`config.mk`:
```
export PLATFORM = sky130hd
export DESIGN_NAME = resp_timer
export DESIGN_NICKNAME = d
export VERILOG_FILES = /design/src/rtl/resp_timer.sv
export SDC_FILE = /design/constraint.sdc
export NUM_CORES = 1
export LEC_CHECK = 0
export BUFFER_PORTS_ARGS = -buffer_cell sky130_fd_sc_hd__buf_2
export CELL_PAD_IN_SITES_DETAIL_PLACEMENT = 1
export CELL_PAD_IN_SITES_GLOBAL_PLACEMENT = 2
export CORE_ASPECT_RATIO = 0.6
export CORE_UTILIZATION = 37
export DETAILED_ROUTE_END_ITERATION = 16
export PLACE_DENSITY = 0.75
export SLEW_MARGIN = 20
export SYNTH_ARGS = -nofsm -noshare
export SYNTH_HDL_FRONTEND = slang
export SYNTH_SLANG_ARGS = --single-unit
```
`constraint.sdc`:
```
create_clock -name clk -period 3.6 [get_ports clk]
set_input_delay 0.18 -clock clk [delete_from_list [all_inputs] [get_ports clk]]
set_output_delay 0.18 -clock clk [all_outputs]
set_load 0.03 [all_outputs]
```
`src/rtl/resp_timer.sv`:
```
`default_nettype none
// ============================================================================
// Module   : resp_timer
// Purpose  : Measures the target's reply latency in clk cycles. A rising edge
//            on the (delayed) arm level starts a measurement; the first
//            falling edge on the synchronized reply line ends it. If no reply
//            arrives within TIMEOUT cycles, a timeout strobe is issued instead.
// Revision : 1.0 - initial release
// ============================================================================
module resp_timer #(
    parameter int CNT_W       = 32,
    parameter int TIMEOUT     = 100_000_000,
    parameter int SYNC_STAGES = 2
) (
    input  logic             clk,
    input  logic             rst,
    input  logic             arm,
    input  logic             din,
    output logic             busy,
    output logic             time_valid,
    output logic [CNT_W-1:0] time_cycles,
    output logic             timeout
);

    localparam logic [CNT_W-1:0] c_TIMEOUT = CNT_W'(TIMEOUT);

    typedef enum logic [0:0] {
        ST_IDLE   = 1'b0,
        ST_TIMING = 1'b1
    } state_t;

    // Input conditioning: din and arm see the same number of flops so that
    // the measured interval equals the interval between the raw input edges.
    logic [SYNC_STAGES-1:0] r_din_sync;
    logic                   r_din_hist;
    logic [SYNC_STAGES-1:0] r_arm_dly;
    logic                   r_arm_hist;
    logic                   r_arm_rise;
    logic                   r_din_fall;
    logic                   w_arm_rise;
    logic                   w_din_fall;

    // Measurement core.
    state_t                 r_state;
    state_t                 w_state_next;
    logic [CNT_W-1:0]       r_count;
    logic [CNT_W-1:0]       w_count_next;
    logic [CNT_W-1:0]       w_count_inc;
    logic                   r_done;
    logic                   w_done_next;
    logic [CNT_W-1:0]       r_result;
    logic [CNT_W-1:0]       w_result_next;
    logic                   r_timeout;
    logic                   w_timeout_next;

    assign w_arm_rise  = r_arm_dly[SYNC_STAGES-1] & ~r_arm_hist;
    assign w_din_fall  = ~r_din_sync[SYNC_STAGES-1] & r_din_hist;
    assign w_count_inc = r_count + CNT_W'(1);

    // Synchronizer, arm delay line and registered edge strobes; reset to the
    // idle levels so no edge is seen right after reset.
    always_ff @(posedge clk) begin
        if (rst) begin
            r_din_sync <= '1;
            r_din_hist <= 1'b1;
            r_arm_dly  <= '0;
            r_arm_hist <= 1'b0;
            r_arm_rise <= 1'b0;
            r_din_fall <= 1'b0;
        end else begin
            r_din_sync <= {r_din_sync[SYNC_STAGES-2:0], din};
            r_din_hist <= r_din_sync[SYNC_STAGES-1];
            r_arm_dly  <= {r_arm_dly[SYNC_STAGES-2:0], arm};
            r_arm_hist <= r_arm_dly[SYNC_STAGES-1];
            r_arm_rise <= w_arm_rise;
            r_din_fall <= w_din_fall;
        end
    end

    // FSM state, counter and decision registers.
    always_ff @(posedge clk) begin
        if (rst) begin
            r_state   <= ST_IDLE;
            r_count   <= '0;
            r_done    <= 1'b0;
            r_result  <= '0;
            r_timeout <= 1'b0;
        end else begin
            r_state   <= w_state_next;
            r_count   <= w_count_next;
            r_done    <= w_done_next;
            r_result  <= w_result_next;
            r_timeout <= w_timeout_next;
        end
    end

    // Next-state logic: a reply edge takes priority over the timeout check,
    // and edges that arrive outside TIMING are simply dropped.
    always_comb begin
        w_state_next   = r_state;
        w_count_next   = r_count;
        w_done_next    = 1'b0;
        w_result_next  = r_result;
        w_timeout_next = 1'b0;
        case (r_state)
            ST_IDLE: begin
                if (r_arm_rise) begin
                    w_count_next = '0;
                    w_state_next = ST_TIMING;
                end
            end
            ST_TIMING: begin
                w_count_next = w_count_inc;
                if (r_din_fall) begin
                    w_result_next = w_count_inc;
                    w_done_next   = 1'b1;
                    w_state_next  = ST_IDLE;
                end else if (w_count_inc == c_TIMEOUT) begin
                    w_timeout_next = 1'b1;
                    w_state_next   = ST_IDLE;
                end
            end
            default: begin
                w_state_next = ST_IDLE;
            end
        endcase
    end

    // Output register: busy, time_valid and time_cycles move together one
    // cycle after the FSM decision; time_cycles holds its value on timeout.
    always_ff @(posedge clk) begin
        if (rst) begin
            busy        <= 1'b0;
            time_valid  <= 1'b0;
            time_cycles <= '0;
        end else begin
            busy       <= (r_state == ST_TIMING);
            time_valid <= r_done;
            if (r_done) begin
                time_cycles <= r_result;
            end
        end
    end

    assign timeout = r_timeout;

endmodule
`default_nettype wire

```
==> run summary <==
# IOs -> 39
Die Y -> 91.7 um
Min-Delay Startpoint -> din
DR vias/cell -> 5.43
Clock Sinks -> 109
Final HPWL DP -> 9700 um
final layout net count -> 578
Critical Path Sink Type -> flop
TritonCTS buffer count -> 9
Final ANT Viol Nets -> 0
CTS tree -> yes
Iter 0 DRT Violations -> 224
worst setup path start -> r_count[0]$_SDFFE_PP0P_
Max VDD drop -> 0.197 mV
crit path DAT -> 3.47 ns
Die Wd -> 152 um
Worst Max-Slew Pin Slew -> 1.04 ns
Worst Setup Start Kind -> flop
main flop type after synthesis -> dfxtp_1
number of global-route vias before repair -> 3909
number of H-tree levels -> 3
most frequent cells in the layout -> dfxtp_1, nor2_1, buf_2, mux2i_1, a21oi_1
final setup vio count -> 0
Syn Area/Cell -> 8.82 um^2
core box area -> 0.0130 mm^2
GPL Wtd Cong -> 0.821
max-slew violations -> 0
P_leak -> 1.87 nW
fin crit share -> 88.9%
relative slew slack -> 30.9%
PostCTS Resize Cnt -> 0
worst clock skew -> 0.00872 ns
CTS Root Cell -> clkbuf_16
cell area after synthesis -> 0.00496 mm^2
# rows -> 32
final WL -> 13700 um
syn nets -> 569
fraction of layout cells with a size suffix above 1 -> 16.3%
PwrDens -> 405 mW/mm^2
pin count of the biggest net entering global routing -> 81
Post-synth EDFFs -> 0
kind of critical path -> flop to flop
yosys warns -> 0
RSZ-0062 raised after global routing -> no
gr usage total -> 21.0%
worst-skew pair later-pin latency -> 0.35 ns
via count -> 4056
Post-Syn Instances -> 563
Int Pwr -> 1.71 mW
#FFs+latches synth -> 109
Psw -> 0.526 mW
status -> finished, final reports clean
CTS max path bufs -> 2
Sw Share -> 23.5%
Syn-to-layout area delta -> 11.1%
Max-Cap Viols -> 0
Unique masters post-synth -> 52
antenna violations before repair -> 0
worst-path maximum fanout -> 9
hold-fix buffers at CTS -> 0
fmax -> 0.313 GHz
Die Area -> 0.0139 mm^2
leading cell type in the layout, fill and taps excluded -> dfxtp_1
CTS clk-pin slew, worst paths -> 0.08 ns
first-pass GRT wire length -> 22100 um
DRC errors left -> 0
Hold Fails Final Rpt -> 0
CP required -> 3.87 ns
Reg power frac -> 54.5%
remaining global-route overflow -> 0
Initial Utilization -> 38.3%
port bufs -> 38
hold slack -> 0.0136 ns
Clock power frac -> 43.2%
Gate power share -> 2.3%
post-CTS setup-driven buffer insertion count -> 0
Post-synth ARST share -> 0%
Critical R2R Launch -> r_count[0]$_SDFFE_PP0P_
Final Critical Period -> 3.20 ns
min-delay worst type -> primary input to flop
setup TNS -> 0 ns
Pre-Repair DR Iteration Count -> 4
sequential area share after synthesis -> 44.0%
routed len/inst -> 18.3 um
[through the flow]
step | utilization (%) | std cells | power [mW] | area (um^2) | setup WS [ns]
after floorplan | - | 563 | 1.28 | 4960 | 0.949
after global placement | 40.3 | 731 | 1.30 | 5230 | 0.617
after detailed placement | 40.3 | 731 | 1.30 | 5230 | 0.433
after CTS | 42.5 | 746 | 2.27 | 5510 | 0.394
after global routing | 42.5 | 746 | 2.32 | 5510 | 0.0389
final | 42.5 | 747 | 2.23 | 5510 | 0.400
[power by group through the flow]
stage	clock [mW]	combinational, mW	sequential (mW)
2_1_floorplan	0	0.0409	1.24
3_5_place_dp	0	0.0519	1.25
5_1_grt	1.05	0.0564	1.22
4_1_cts	0.996	0.0520	1.22
3_3_place_gp	0	0.0508	1.25
6_report	0.965	0.0503	1.22
[critical path: stages (launching register included)]
cell	delay, ns
dfxtp_1	0.50
ha_1	0.44
and4_1	0.35
nand3_1	0.29
nor4_1	0.40
o22ai_1	0.15
or4_1	0.49
nor4_2	0.30
nor3b_2	0.20
[cell usage after synthesis (2+ instances only)]
master      n  area, um^2
nand3_1    14        70.1
nand2_1    19        71.3
o22ai_1     2        12.5
buf_4       3        22.5
or4_2       3        26.3
nor3_1     12        60.1
nor4_1      8        50.1
nand4b_1    2        17.5
nor3b_1    10        75.1
nor2_1     91         342
and4_1      5        43.8
a21o_1      7        52.6
or3b_2      4        35.0
xor2_1      6        52.6
nor4_2      2        25.0
xnor2_1    17         149
mux2_2      5        56.3
o31ai_1     3        22.5
nor2b_1    17         106
nand4_1    10        62.6
nand3b_1   11        82.6
a211oi_1   25         188
a21oi_1    31         155
o211ai_1    2        15.0
o31a_2      4        40.0
nand2b_1    6        37.5
dfxtp_1   109        2180
and3_1      4        25.0
buf_2      10        50.1
ha_1        2        25.0
a31oi_1     3        18.8
clkbuf_1   34         128
or2_2       5        31.3
o311a_1     2        20.0
o21a_1      2        15.0
mux2i_1    34         340
o21ai_0    15        75.1
and2_1      6        37.5
inv_1       5        18.8
[flip-flops by register name (all words and copies together) (netlist names)]
name and count:
r_done 1, timeout 1, r_result 32, r_arm_rise 1, r_arm_hist 1, time_valid 1
r_arm_dly 2, r_count 32, busy 1, time_cycles 32, r_din_sync 2, r_din_fall 1
r_din_hist 1, r_state 1
[cell families (layout without fill, tap and decap cells)]
logic type / after synthesis / in the layout / synth area share [%]
and+or+nand+nor: 236 / 236 / 25.7
DFF: 109 / 109 / 44.0
AOI/OAI and AO/OA: 100 / 100 / 13.1
buffers and inverters: 54 / 67 / 4.71
muxes: 39 / 39 / 7.99
xor gates and xnor gates: 23 / 23 / 4.06
adders and majority gates: 2 / 2 / 0.504
other: 0 / 1 / 0
[layer usage]
layer / global-route usage, % / wire, um / up-vias
li1: - / - / 2001
met5: 0 / 0 / -
met4: 4.04 / 108 / 0
met2: 28.3 / 5290 / 79
met1: 33.5 / 7590 / 1963
met3: 4.08 / 715 / 13
[worst paths after layout]
check / cells after the start / slack [ns] / to
setup / recovery: 8 / 0.40 / timeout$_SDFF_PP0_
hold reg to reg: 1 / 0.38 / r_arm_rise$_SDFF_PP0_
hold / removal: 2 / 0.01 / r_din_sync[0]$_SDFF_PP1_
setup reg to reg: 8 / 0.40 / timeout$_SDFF_PP0_
[cell type report]
class                           instances  area, um^2
Fill cell                            1534        7460
Multi-Input combinational cell        400        2550
Sequential cell                       109        2180
Timing Repair Buffer                   47         260
Clock buffer                            9         225
Tap cell                              170         213
Clock inverter                          6        57.6
Inverter                                5        18.8
Antenna cell                            1        2.50
No activity file was read; power rests on OpenSTA's default activity.
